### config.mk
export PLATFORM = sky130hd
export DESIGN_NAME = io_stream_bridge
export DESIGN_NICKNAME = d
export VERILOG_FILES = /design/src/rtl/io_stream_bridge.sv
export SDC_FILE = /design/constraint.sdc
export NUM_CORES = 1
export LEC_CHECK = 0
export ABC_AREA = 1
export ABC_CLOCK_PERIOD_IN_PS = 2200
export BUFFER_PORTS_ARGS = -buffer_cell sky130_fd_sc_hd__buf_2
export CAP_MARGIN = 10
export CORE_ASPECT_RATIO = 0.5
export CORE_MARGIN = 10
export CORE_UTILIZATION = 55
export CTS_BUF_LIST = sky130_fd_sc_hd__clkbuf_8
export DETAILED_ROUTE_END_ITERATION = 8
export PLACE_DENSITY_LB_ADDON = 0.2
export SETUP_SLACK_MARGIN = 0.02
export SLEW_MARGIN = 40
export SYNTH_ARGS = -nofsm -noshare
export SYNTH_HDL_FRONTEND = slang
export SYNTH_SLANG_ARGS = --single-unit
### constraint.sdc
create_clock -name clk -period 2.2 [get_ports clk]
set_clock_uncertainty 0.15 [all_clocks]
set_input_delay 0.33 -clock clk [delete_from_list [all_inputs] [get_ports clk]]
set_output_delay 0.33 -clock clk [all_outputs]
set_load 0.1 [all_outputs]
### src/rtl/io_stream_bridge.sv
// io_stream_bridge
//   Host-side endpoint for the processor din/dout buses. The host pushes
//   words into an input FIFO whose head drives din for storedin. Words that
//   the processor strobes out on dout during senddout are captured into an
//   output FIFO, which the host drains.
//   Both FIFOs are first-word-fall-through. Each one has a registered count
//   and wrapping read/write pointers.
//   Optional feature: define IO_STREAM_BRIDGE_LOOPBACK_EN to add the lpbk
//   port. While lpbk is high, words move directly from the input FIFO to
//   the output FIFO.
module io_stream_bridge #(
    parameter int DATA_W = 16,
    parameter int DEPTH  = 4,
    parameter int AW     = $clog2(DEPTH)
) (
    input  logic              clk,
    input  logic              sys_rst,
`ifdef IO_STREAM_BRIDGE_LOOPBACK_EN
    input  logic              lpbk,
`endif
    input  logic [DATA_W-1:0] host_in_data,
    input  logic              host_in_valid,
    output logic              host_in_ready,
    output logic [DATA_W-1:0] din,
    output logic              din_valid,
    input  logic              din_rd,
    input  logic [DATA_W-1:0] dout,
    input  logic              dout_wr,
    output logic [DATA_W-1:0] host_out_data,
    output logic              host_out_valid,
    input  logic              host_out_ready,
    output logic              ovf_err,
    output logic              udf_err
);

    localparam logic [AW:0]   FULL_CNT = (AW+1)'(DEPTH);
    localparam logic [AW:0]   CNT_ONE  = (AW+1)'(1);
    localparam logic [AW-1:0] PTR_ONE  = AW'(1);

    // Input FIFO storage and state
    logic [DATA_W-1:0] r_in_mem [DEPTH];
    logic [AW-1:0]     r_in_wp;
    logic [AW-1:0]     r_in_rp;
    logic [AW:0]       r_in_cnt;

    // Output FIFO storage and state
    logic [DATA_W-1:0] r_out_mem [DEPTH];
    logic [AW-1:0]     r_out_wp;
    logic [AW-1:0]     r_out_rp;
    logic [AW:0]       r_out_cnt;

    logic              r_ovf_err;
    logic              r_udf_err;

    logic              w_lpbk;
    logic              w_in_empty;
    logic              w_in_full;
    logic              w_out_empty;
    logic              w_out_full;
    logic [DATA_W-1:0] w_in_head;
    logic              w_in_push;
    logic              w_in_pop;
    logic              w_out_push;
    logic              w_out_pop;
    logic [DATA_W-1:0] w_out_wdata;
    logic              w_lb_move;
    logic              w_set_ovf;
    logic              w_set_udf;

`ifdef IO_STREAM_BRIDGE_LOOPBACK_EN
    assign w_lpbk = lpbk;
`else
    assign w_lpbk = 1'b0;
`endif

    assign w_in_empty  = (r_in_cnt == '0);
    assign w_in_full   = (r_in_cnt == FULL_CNT);
    assign w_out_empty = (r_out_cnt == '0);
    assign w_out_full  = (r_out_cnt == FULL_CNT);
    assign w_in_head   = r_in_mem[r_in_rp];

    // Host-facing and processor-facing outputs, all derived from registered state
    assign host_in_ready  = !w_in_full;
    assign din_valid      = !w_in_empty && !w_lpbk;
    assign din            = w_in_empty ? '0 : w_in_head;
    assign host_out_valid = !w_out_empty;
    assign host_out_data  = w_out_empty ? '0 : r_out_mem[r_out_rp];
    assign ovf_err        = r_ovf_err;
    assign udf_err        = r_udf_err;

    // Push/pop decisions for both FIFOs. Loopback takes over the processor-side strobes.
    always_comb begin
        w_out_pop   = host_out_valid && host_out_ready;
        w_in_push   = host_in_valid && !w_in_full;
        w_lb_move   = w_lpbk && !w_in_empty && (!w_out_full || w_out_pop);
        w_in_pop    = 1'b0;
        w_out_push  = 1'b0;
        w_out_wdata = dout;
        w_set_ovf   = 1'b0;
        w_set_udf   = 1'b0;
        if (w_lpbk) begin
            w_in_pop    = w_lb_move;
            w_out_push  = w_lb_move;
            w_out_wdata = w_in_head;
        end else begin
            w_in_pop   = din_rd && !w_in_empty;
            w_set_udf  = din_rd && w_in_empty;
            // A full FIFO can still take a word if the host drains one this cycle
            w_out_push = dout_wr && (!w_out_full || w_out_pop);
            w_set_ovf  = dout_wr && w_out_full && !w_out_pop;
        end
    end

    // Input FIFO memory write. The contents do not need a reset.
    always_ff @(posedge clk) begin
        if (w_in_push) begin
            r_in_mem[r_in_wp] <= host_in_data;
        end
    end

    // Input FIFO pointers and occupancy
    always_ff @(posedge clk) begin
        if (sys_rst) begin
            r_in_wp  <= '0;
            r_in_rp  <= '0;
            r_in_cnt <= '0;
        end else begin
            if (w_in_push) begin
                r_in_wp <= r_in_wp + PTR_ONE;
            end
            if (w_in_pop) begin
                r_in_rp <= r_in_rp + PTR_ONE;
            end
            case ({w_in_push, w_in_pop})
                2'b10:   r_in_cnt <= r_in_cnt + CNT_ONE;
                2'b01:   r_in_cnt <= r_in_cnt - CNT_ONE;
                default: r_in_cnt <= r_in_cnt;
            endcase
        end
    end

    // Output FIFO memory write. The contents do not need a reset.
    always_ff @(posedge clk) begin
        if (w_out_push) begin
            r_out_mem[r_out_wp] <= w_out_wdata;
        end
    end

    // Output FIFO pointers and occupancy
    always_ff @(posedge clk) begin
        if (sys_rst) begin
            r_out_wp  <= '0;
            r_out_rp  <= '0;
            r_out_cnt <= '0;
        end else begin
            if (w_out_push) begin
                r_out_wp <= r_out_wp + PTR_ONE;
            end
            if (w_out_pop) begin
                r_out_rp <= r_out_rp + PTR_ONE;
            end
            case ({w_out_push, w_out_pop})
                2'b10:   r_out_cnt <= r_out_cnt + CNT_ONE;
                2'b01:   r_out_cnt <= r_out_cnt - CNT_ONE;
                default: r_out_cnt <= r_out_cnt;
            endcase
        end
    end

    // Sticky error flags. Only reset clears them.
    always_ff @(posedge clk) begin
        if (sys_rst) begin
            r_ovf_err <= 1'b0;
            r_udf_err <= 1'b0;
        end else begin
            if (w_set_ovf) begin
                r_ovf_err <= 1'b1;
            end
            if (w_set_udf) begin
                r_udf_err <= 1'b1;
            end
        end
    end

endmodule

Word-level counts from Yosys, hierarchy flattened
Memories as Yosys holds them, arrays and structs flattened. A register that Yosys moved wholly into a read port is not among the register bits.
Index checks and enable logic that the tools add are counted.

cells by class
  add/subtract/negate cells = 8
  equal/unequal tests = 6
  muxes and demuxes = 12
  reduce and logical (&&, ||, !) cells = 17

operators with widths
  kind                                                                    count
  16-bit two-way mux                                                      2
  3-bit case mux with 2 select lines                                      2
  2-bit by 1-bit adder with 2-bit output (second input constant)          4
  2-bit two-way mux                                                       4
  1-bit logical AND                                                       7
  3-bit by 1-bit adder with 3-bit output (second input constant)          2
  3-bit equality test (second input constant)                             2
  3-bit logical NOT                                                       2
  3-bit by 1-bit subtractor with 3-bit output (second input constant)     2
  1-bit logical NOT                                                       5
  2-bit by 1-bit equality test with 1-bit output (second input constant)  2
  2-bit equality test (second input constant)                             2
  1-bit two-way mux                                                       4
  2-bit nonzero test                                                      2
  1-bit logical OR                                                        1

word-level totals
  register bits after elaboration = 16
  RAM bits = 128
  input port bits = 38
  output and inout port bits = 37
  word-level logic and storage cells = 53
  memories kept = 2

memories
  memory     words  bits a word  read ports  clocked after Yosys merged registers in  wr ports  line  RTL
  r_in_mem   4      16           1           1                                        1         41    logic [DATA_W-1:0] r_in_mem [DEPTH];
  r_out_mem  4      16           1           1                                        1         47    logic [DATA_W-1:0] r_out_mem [DEPTH];

Logic depth before layout (Yosys ltp)
Gate-level depths: netlist (run 1).

  word-level depth = 7
  mapped depth = 11
  mapped depth without buffers = 11

Worst setup path after synthesis (run 1)
Ideal clock, no wire load.

  kind = flip-flop to output port
  start point = register r_out_cnt[0]
  end point = output port host_out_data[10]
  arrival time = 2686 ps
  required time = 1720 ps
  setup slack = -966 ps
  stages on the path, launching flop included = 6
  path buffers = 1
  cells stage by stage = dfxtp_1 > nor2_1 > nand2_2 > inv_1 > buf_2 > a21oi_1

on the way
  word-level cells in the longest chain between the ends = 2

ends and longest elaborated chain
  item                    line  RTL
  start, declared         50    logic [AW:0] r_out_cnt;
  start signal, assigned  163   2'b10: r_out_cnt <= r_out_cnt + CNT_ONE;
  start signal, assigned  164   2'b01: r_out_cnt <= r_out_cnt - CNT_ONE;
  start signal, assigned  165   default: r_out_cnt <= r_out_cnt;
  3-bit logical NOT       78    assign w_out_empty = (r_out_cnt == '0);
  16-bit two-way mux      87    assign host_out_data = w_out_empty ? '0 : r_out_mem[r_out_rp];
  end, declared           29    output logic [DATA_W-1:0] host_out_data,

No other way between the ends.

==> results of run 1 <==
[cells in the mapped netlist (all sizes together)]
cell	instances
a21oi	44
and2	1
and3	1
buf	15
clkbuf	8
dfxtp	20
edfxtp	128
fa	2
ha	9
inv	32
nand2	11
nand3	5
nand4	2
nor2	151
nor3	1
o21a	2
o21ai	74
or2	1
xor2	1
[metal layers]
| layer | global-route usage | part of all wire | up-vias |
|---|---|---|---|
| met4 | 0.07277 | 0.0097 | 0 |
| met2 | 0.3079 | 0.51 | 95 |
| met1 | 0.1944 | 0.42 | 2026 |
| li1 | - | - | 2044 |
| met5 | 0 | 0 | - |
| met3 | 0.04261 | 0.052 | 13 |
[path summary, 6_finish.rpt]
| path | endpoint | cells past startpoint |
|---|---|---|
| setup / recovery | host_out_data[13] | 5 |
| hold reg to reg | ovf_err | 1 |
| hold / removal | r_in_wp[0] | 3 |
| setup reg to reg | r_out_mem[2][3] | 6 |
[repair_timing]
action,CTS,global route
hold buffers,33,0
setup buffers,2,10
pin swaps,1,1
setup endpoints to repair,33,32
hold endpoints to repair,131,0
gates cloned,1,1
resized for setup,55,44
[area by class of cell]
cell class | instances | area share
Sequential cell | 148 | 0.5047
Multi-Input combinational cell | 305 | 0.2256
Timing Repair Buffer | 149 | 0.1925
Tap cell | 140 | 0.02076
Inverter | 32 | 0.01513
Clock buffer | 17 | 0.02773
Clock inverter | 14 | 0.01364
[power groups by stage]
stage	Sequential, mW	Clock, mW	Combinational (mW)
floorplan	3.50	0	3.81
global placement	3.47	0	5.53
detailed placement	3.48	0	5.60
CTS	3.43	1.89	5.82
global route	3.47	2.03	6.48
finish	3.45	1.87	6.21
[flip-flops by register name, indices dropped and copies added (netlist names), named ones only]
name,cells
ovf_err,1
r_out_rp,2
r_out_mem,64
r_in_mem,64
udf_err,1
r_in_wp,2
r_out_cnt,3
r_in_rp,2
r_in_cnt,3
r_out_wp,2
[critical path: stages (launching register included)]
cell     delay (ns)
dfxtp_4        0.42
inv_2          0.10
buf_12         0.17
o21ai_1        0.30
a21oi_4        0.11
buf_12         0.18
[per-stage QoR]
step                      setup TNS (ns)  setup WS, ns  total power [mW]  hold slack, ns
after floorplan                  -0.3674      -0.03461             7.306          0.2524
after global placement                 0        0.2062             9.003          0.2913
final                                  0       0.01775             11.53         0.08874
after CTS                        -0.2477      -0.03371             11.14         0.06528
after detailed placement               0        0.1371             9.079          0.3033
after global routing             -0.5065      -0.09245             11.98         0.09077
[logic make-up (layout without fill, tap and decap cells)]
logic type | count (synthesis) | in the layout
adder cells (fa/ha/maj) | 11 | 11
AO/OA/AOI/OAI | 120 | 120
AND/OR/NAND/NOR | 173 | 173
flip-flops | 148 | 148
XOR/XNOR | 1 | 1
buffers and inverters | 55 | 212
==> reports/results.tsv, run 1 <==
stage	metric	value	unit
yosys	Compound-Gate Fraction of Synth Area	0.1023	
cells_and_area	area of the multi-input gates	1903	µm²
clock_network	Clock Root Buffer	clkbuf_8	
power	Int Pwr	6.389	mW
yosys	syn_nets	557	
cells_and_area	commonest cells after routing, fill and taps aside	147 x nor2_1, 128 x edfxtp_1, 51 x o21ai_1	
placed_design	Placed Cells	728	
grt	pin count of the biggest net entering global routing	31	
clock_network	Clock Pin Slew Worst Setup and Hold Paths	0.08	ns
cells_and_area	FF+latch area	4258	µm²
critical_path	CP arrival	1.70	ns
cells_and_area	layout overhead on the synthesized area	41.66	%
floorplanning	initial core utilization	0.5739	
yosys	Mapped Area	5956	µm²
cells_and_area	commonest non-fill, non-tap cell in the layout	nor2_1	
grt	GRT Residual Overflow	0	
routing	Final ANT Viol Nets	0	
placed_design	gpl congestion	0.7986	
grt	gr usage total	0.1715	
grt	vias in the first global route	4354	
routing	Via density	5.190	
worst_hold_path	min-delay worst type	input port to flip-flop	
yosys	top-area cell type share of the netlist area	0.6454	
yosys	synth unique cells	26	
critical_path	FF-to-FF Start	r_out_cnt[2]	
cells_and_area	nets	702	
power	Max VDD drop	1166	µV
yosys	cell taking the most area after synthesis	edfxtp_1	
floorplanning	Row Count	26	
floorplanning	Die W	167.2	µm
cells_and_area	fin cells	805	
yosys	Syn Inst Count	508	
yosys	area share of and/or/nand/nor cells after synthesis	0.1185	
yosys	largest family of logic cells by synthesized area	simple AND/OR/NAND/NOR gates	
sta	RSZ-0062 raised after global routing	true	
placed_design	port bufs	74	
yosys	number of storage elements in the synthesis netlist	148	
grt	initial antenna violation count	0	
yosys	post-synthesis adder-cell area fraction	0.02563	
cells_and_area	Core Util, Final	0.8130	
sta	Fmax	0.4582	GHz
sta	Fin. Hold Viols	0	
power	Pwr Density	1367	nW/µm²
cells_and_area	n_diodes	0	
routing	final wirelength	13660	µm
placed_design	Placed Area	7467	µm²
yosys	Mapped Avg Cell Area	11.72	µm²
clock_network	worst-case clock buffer depth	2	
clock_network	Num CTS Buffers	17	
floorplanning	Die Height	93.58	µm
sta	# setup viols final	0	
critical_path	startpoint type of the worst setup path	flip-flop	
clock_network	CTS sink cnt	148	
outcome	status	finished, final reports clean	
placed_design	HPWL after detailed placement	8300	µm
routing	Initial DRT Pass Iterations	7	
yosys	Synth Area in XOR/XNOR	0.001471	
critical_path	reg-to-reg slack, setup	0.20	ns
clock_network	CTS tree	done	
job	Max Cap Viol	0	
power	share of total power in combinational logic	0.539	
power	clock network power share	0.162	
cells_and_area	fill cell count	584	
critical_path	Max Fanout on Critical Path	20	
floorplanning	core area	10380	µm²
critical_path	critical path type	flip-flop to output port	
sta	final worst path period need	2.182	ns
power	Net Sw Frac	0.4460	
cells_and_area	share of cells above drive strength 1	0.3188	
power	Sequential Power Share	0.299	
grt	first-pass GRT wire length	21420	µm
routing	vias post-DR	4178	
cells_and_area	fin area	8437	µm²
critical_path	Crit path required time	1.72	ns
critical_path	crit end category	output port	
floorplanning	Ports	75	
sta	max-slew violations	0	
yosys	Synthesis Warnings	0	
clock_network	Clk Latency, worst-skew pair	0.43	ns
routing	Residual DRC	0	
yosys	main area contributors after synthesis	edfxtp_1 65%, nor2_1 9.5%, dfxtp_1 6.7%, o21ai_0 6.1%, a21oi_1 3.7%	
routing	initial drt markers	225	
floorplanning	DIE AREA	15640	µm²
routing	wire per inst	16.97	µm
power	Sw Pwr	5.143	mW
power	static leakage	3.110	nW
yosys	mux cell area share after synthesis	0	
worst_hold_path	worst min-delay path startpoint	host_in_valid	
yosys	register area share after synthesis	0.7126	
sta	Rel. slew slack	0.5946	
sta	Tightest Pin Transition	0.6058	ns
sta	period utilisation layout	0.9919	
clock_network	H-tree depth	4	
(Power assumes the default switching activity.)
==> run 2, diff against run 1 <==
--- a/config.mk
+++ b/config.mk
@@ -9,10 +9,14 @@
 export ABC_CLOCK_PERIOD_IN_PS = 2200
 export BUFFER_PORTS_ARGS = -buffer_cell sky130_fd_sc_hd__buf_2
 export CAP_MARGIN = 10
+export CELL_PAD_IN_SITES_DETAIL_PLACEMENT = 2
+export CELL_PAD_IN_SITES_GLOBAL_PLACEMENT = 2
 export CORE_ASPECT_RATIO = 0.5
 export CORE_MARGIN = 10
-export CORE_UTILIZATION = 55
+export CORE_UTILIZATION = 40
 export CTS_BUF_LIST = sky130_fd_sc_hd__clkbuf_8
+export CTS_CLUSTER_DIAMETER = 120
+export CTS_CLUSTER_SIZE = 12
 export DETAILED_ROUTE_END_ITERATION = 8
 export PLACE_DENSITY_LB_ADDON = 0.2
 export SETUP_SLACK_MARGIN = 0.02
==> run 2 against run 1 <==
The flow now stops in clock tree synthesis. Synthesized area is the same. Synthesized cell count is the same.
==> reports/results.tsv, run 2 <==
stage	metric	value	unit	change
clock_network	Clock Root Buffer	clkbuf_8		unchanged
floorplanning	Row Count	31		was 26
yosys	FFs w/ async S/R, synth	0		unchanged
floorplanning	Ports	75		unchanged
yosys	Compound-Gate Fraction of Synth Area	0.1023		unchanged
yosys	post-synthesis adder-cell area fraction	0.02563		unchanged
clock_network	worst-case clock buffer depth	2		unchanged
yosys	register area share after synthesis	0.7126		unchanged
yosys	main area contributors after synthesis	edfxtp_1 65%, nor2_1 9.5%, dfxtp_1 6.7%, o21ai_0 6.1%, a21oi_1 3.7%		unchanged
placed_design	gpl congestion	0.7421		was 0.7986
yosys	Synthesis Warnings	0		unchanged
yosys	Post-synth top cells	150 x nor2_1, 128 x edfxtp_1, 73 x o21ai_0		unchanged
clock_network	CTS resizes	267		was 55
floorplanning	Die Height	106.3	µm	was 93.58 µm
yosys	Syn Inst Count	508		unchanged
yosys	Synth Area in XOR/XNOR	0.001471		unchanged
yosys	mux cell area share after synthesis	0		unchanged
yosys	top_reg_cell synth	edfxtp_1		unchanged
outcome	status	aborted with a tool error		was finished, final reports clean
placed_design	HPWL after detailed placement	11800	µm	was 8300 µm
yosys	largest family of logic cells by synthesized area	simple AND/OR/NAND/NOR gates		unchanged
outcome	Err	[ERROR DPL-0033] detailed placement checks failed during check placement.		
yosys	syn_nets	557		unchanged
floorplanning	initial core utilization	0.4106		was 0.5739
clock_network	Num CTS Buffers	17		unchanged
outcome	Failed at	clock tree synthesis		
yosys	area share of and/or/nand/nor cells after synthesis	0.1185		unchanged
yosys	most common cell in the netlist	nor2_1		unchanged
clock_network	Hold-fix buffers, CTS	33		unchanged
yosys	number of storage elements in the synthesis netlist	148		unchanged
yosys	EDFF count, synth	128		unchanged
yosys	synth unique cells	26		unchanged
yosys	cell taking the most area after synthesis	edfxtp_1		unchanged
clock_network	H-tree depth	4		unchanged
yosys	top-area cell type share of the netlist area	0.6454		unchanged
placed_design	port bufs	74		unchanged
clock_network	CTS sink cnt	148		unchanged
floorplanning	Die W	192.6	µm	was 167.2 µm
clock_network	number of post-CTS setup repair buffers	16		was 2
yosys	Mapped Avg Cell Area	11.72	µm²	unchanged
yosys	Mapped Area	5956	µm²	unchanged
[run 2: cell counts after synthesis]
No cell type changed its count.
[run 2: cell families after synthesis]
logic type,count (synthesis)
flip-flops,148
XOR/XNOR,1
AO/OA/AOI/OAI,120
AND/OR/NAND/NOR,173
adder cells (fa/ha/maj),11
buffers and inverters,55
[run 2: stage by stage]
stage          setup WS (ns)  cell area (µm²)  std cells
2_1_floorplan       -0.03461             6344        508
3_3_place_gp          0.2268             7535        782
3_5_place_dp          0.1300             7535        782
==> run 3, diff against run 2 <==
==> config.mk (replaced) <==
export PLATFORM = sky130hd
export DESIGN_NAME = io_stream_bridge
export DESIGN_NICKNAME = d
export VERILOG_FILES = /design/src/rtl/io_stream_bridge.sv
export SDC_FILE = /design/constraint.sdc
export NUM_CORES = 1
export LEC_CHECK = 0
export ABC_AREA = 1
export ABC_CLOCK_PERIOD_IN_PS = 2200
export BUFFER_PORTS_ARGS = -buffer_cell sky130_fd_sc_hd__buf_2
export CAP_MARGIN = 10
export CORE_MARGIN = 10
export CORE_UTILIZATION = 40
export DETAILED_ROUTE_END_ITERATION = 8
export PLACE_DENSITY_LB_ADDON = 0.15
export SLEW_MARGIN = 40
export SYNTH_ARGS = -nofsm -noshare
export SYNTH_HDL_FRONTEND = slang
export SYNTH_SLANG_ARGS = --single-unit
==> run 3 against run 2 <==
The run now ends clean.
==> reports/results.tsv, run 3 (synthesis gave the netlist of run 1 again) <==
stage	metric	value	unit	change
floorplanning	DIE AREA	20170	µm²	
floorplanning	Die Height	142.0	µm	was 106.3 µm
power	Max VDD drop	1265	µV	
cells_and_area	commonest cells after routing, fill and taps aside	134 x nor2_1, 128 x edfxtp_1, 42 x buf_2		
cells_and_area	fin cells	835		
cells_and_area	Core Util, Final	0.5937		
sta	Fin. Hold Viols	0		
cells_and_area	layout overhead on the synthesized area	45.44	%	
placed_design	port bufs	74		unchanged
sta	TNS Setup	0	ns	
floorplanning	initial core utilization	0.4082		was 0.4106
critical_path	CP delay by family, top	buffers and inverters		
cells_and_area	n_diodes	0		
cells_and_area	share of cells above drive strength 1	0.3487		
placed_design	HPWL after detailed placement	8512	µm	was 11,800 µm
critical_path	crit-path cells	clkinvlp_4 -> buf_12 -> nor2_4 -> o21ai_2 -> a21oi_2 -> buf_12		
critical_path	Max Fanout on Critical Path	8		
sta	final worst path period need	2.164	ns	
cells_and_area	nets	687		
routing	initial drt markers	219		
clock_network	Clk Latency, worst-skew pair	0.42	ns	
floorplanning	core area	14590	µm²	
routing	Final ANT Viol Nets	0		
floorplanning	Die W	142.0	µm	was 192.6 µm
placed_design	dpl ws	0.2222	ns	was 0.1300 ns
grt	gr usage total	0.1314		
placed_design	Placed Cells	765		was 782
worst_hold_path	min-delay worst type	input port to flip-flop		
cells_and_area	FF+latch area	4258	µm²	
power	post-layout total power	12.05	mW	
cells_and_area	area of the multi-input gates	1979	µm²	
routing	Initial DRT Pass Iterations	4		
routing	vias post-DR	4103		
routing	Residual DRC	0		
outcome	status	finished, final reports clean		was aborted with a tool error
job	Max Cap Viol	0		
floorplanning	Ports	75		unchanged
sta	# setup viols final	0		
critical_path	critical path type	flip-flop to output port		
routing	final wirelength	13460	µm	
sta	Rel. slew slack	0.6758		
clock_network	worst-case clock buffer depth	2		unchanged
critical_path	Crit path required time	1.72	ns	
critical_path	CP arrival	1.68	ns	
cells_and_area	commonest non-fill, non-tap cell in the layout	nor2_1		
critical_path	CP max stage delay	0.35	ns	
power	Pwr Density	1392	nW/µm²	
critical_path	crit end category	output port		
critical_path	reg-to-reg slack, setup	0.24	ns	
sta	Final Worst Setup Slack	0.03620	ns	
sta	RSZ-0062 raised after global routing	true		
critical_path	Crit path buffers/inverters	3		
critical_path	CP most frequent cell	buf_12		
grt	vias in the first global route	4088		
grt	pin count of the biggest net entering global routing	31		
clock_network	Clock Root Buffer	clkbuf_16		was clkbuf_8
grt	first-pass GRT wire length	20800	µm	
sta	max-slew violations	0		
floorplanning	Row Count	44		was 31
power	static leakage	3.144	nW	
routing	Via density	4.914		
critical_path	Crit-path slowest cell	dfxtp_2		
critical_path	startpoint type of the worst setup path	flip-flop		
grt	GRT Residual Overflow	0		
clock_network	H-tree depth	4		unchanged
grt	initial antenna violation count	0		
clock_network	CTS sink cnt	148		unchanged
cells_and_area	fill cell count	1120		
cells_and_area	Regs by FF count	r_in_mem (64), r_out_mem (64)		
placed_design	gpl congestion	0.7935		was 0.7421
sta	period utilisation layout	0.9835		
clock_network	Num CTS Buffers	17		unchanged
clock_network	CTS tree	done		
clock_network	Clock Pin Slew Worst Setup and Hold Paths	0.06	ns	
sta	Tightest Pin Transition	0.4897	ns	
sta	Fmax	0.4622	GHz	
routing	wire per inst	16.12	µm	
## run 3: through the flow
stage	hold WS (ns)	cell area, µm²
after floorplan	0.2524	6254
after CTS	0.08927	8348
after detailed placement	0.3004	7392
final	0.09631	8662
after global routing	0.1036	8662
after global placement	0.2929	7392
## run 3: final timing paths
check / to / depth (start not counted) / from
setup / recovery: din[3] / 6 / flip-flop
hold / removal: r_in_wp[1] / 3 / host_in_valid
setup reg to reg: r_in_cnt[2] / 10 / r_in_cnt[0]
hold reg to reg: udf_err / 1 / udf_err
## run 3: final cells by class
| class | instances | share of cell area |
|---|---|---|
| repair buffers | 134 | 0.1741 |
| flip-flops and latches | 148 | 0.4915 |
| inverters | 32 | 0.01473 |
| multi-input cells | 305 | 0.2285 |
| clock buffers | 20 | 0.05041 |
| clock inverters | 12 | 0.01416 |
| well taps | 184 | 0.02658 |
## run 3: timing repair
item                                    CTS  global route
pin swaps                                 2            20
buffers inserted                          1             2
resized for setup                        43            87
endpoints found under the setup margin   33            25
hold buffers                             33             0
gates cloned                              0             2
hold endpoints to repair                131             0
## run 3: per-layer routing
metal	up-vias	share of wire	track usage	wire [µm]
met1	1974	0.42	0.1469	5652
met4	0	0.017	0.05917	223
met3	18	0.055	0.04439	741
met5	-	0	0	0
li1	2030	-	-	-
met2	81	0.51	0.2220	6841
## run 3: worst reg2reg max path: stages, from the launching register on
cell	delay [ns]
dfxtp_1	0.34
inv_2	0.11
nand3_4	0.09
nand2_4	0.12
ha_1	0.17
inv_1	0.07
fa_1	0.37
a21oi_1	0.14
o21ai_0	0.11
o21ai_1	0.13
a21oi_1	0.05
## run 3: where the power goes
| part | switching, mW | leakage [nW] | internal [mW] |
|---|---|---|---|
| Sequential | 0.133 | 1.34 | 3.32 |
| Clock | 1.15 | 0.267 | 1.57 |
| Combinational | 3.94 | 1.53 | 1.94 |
| Total | 5.22 | 3.14 | 6.84 |
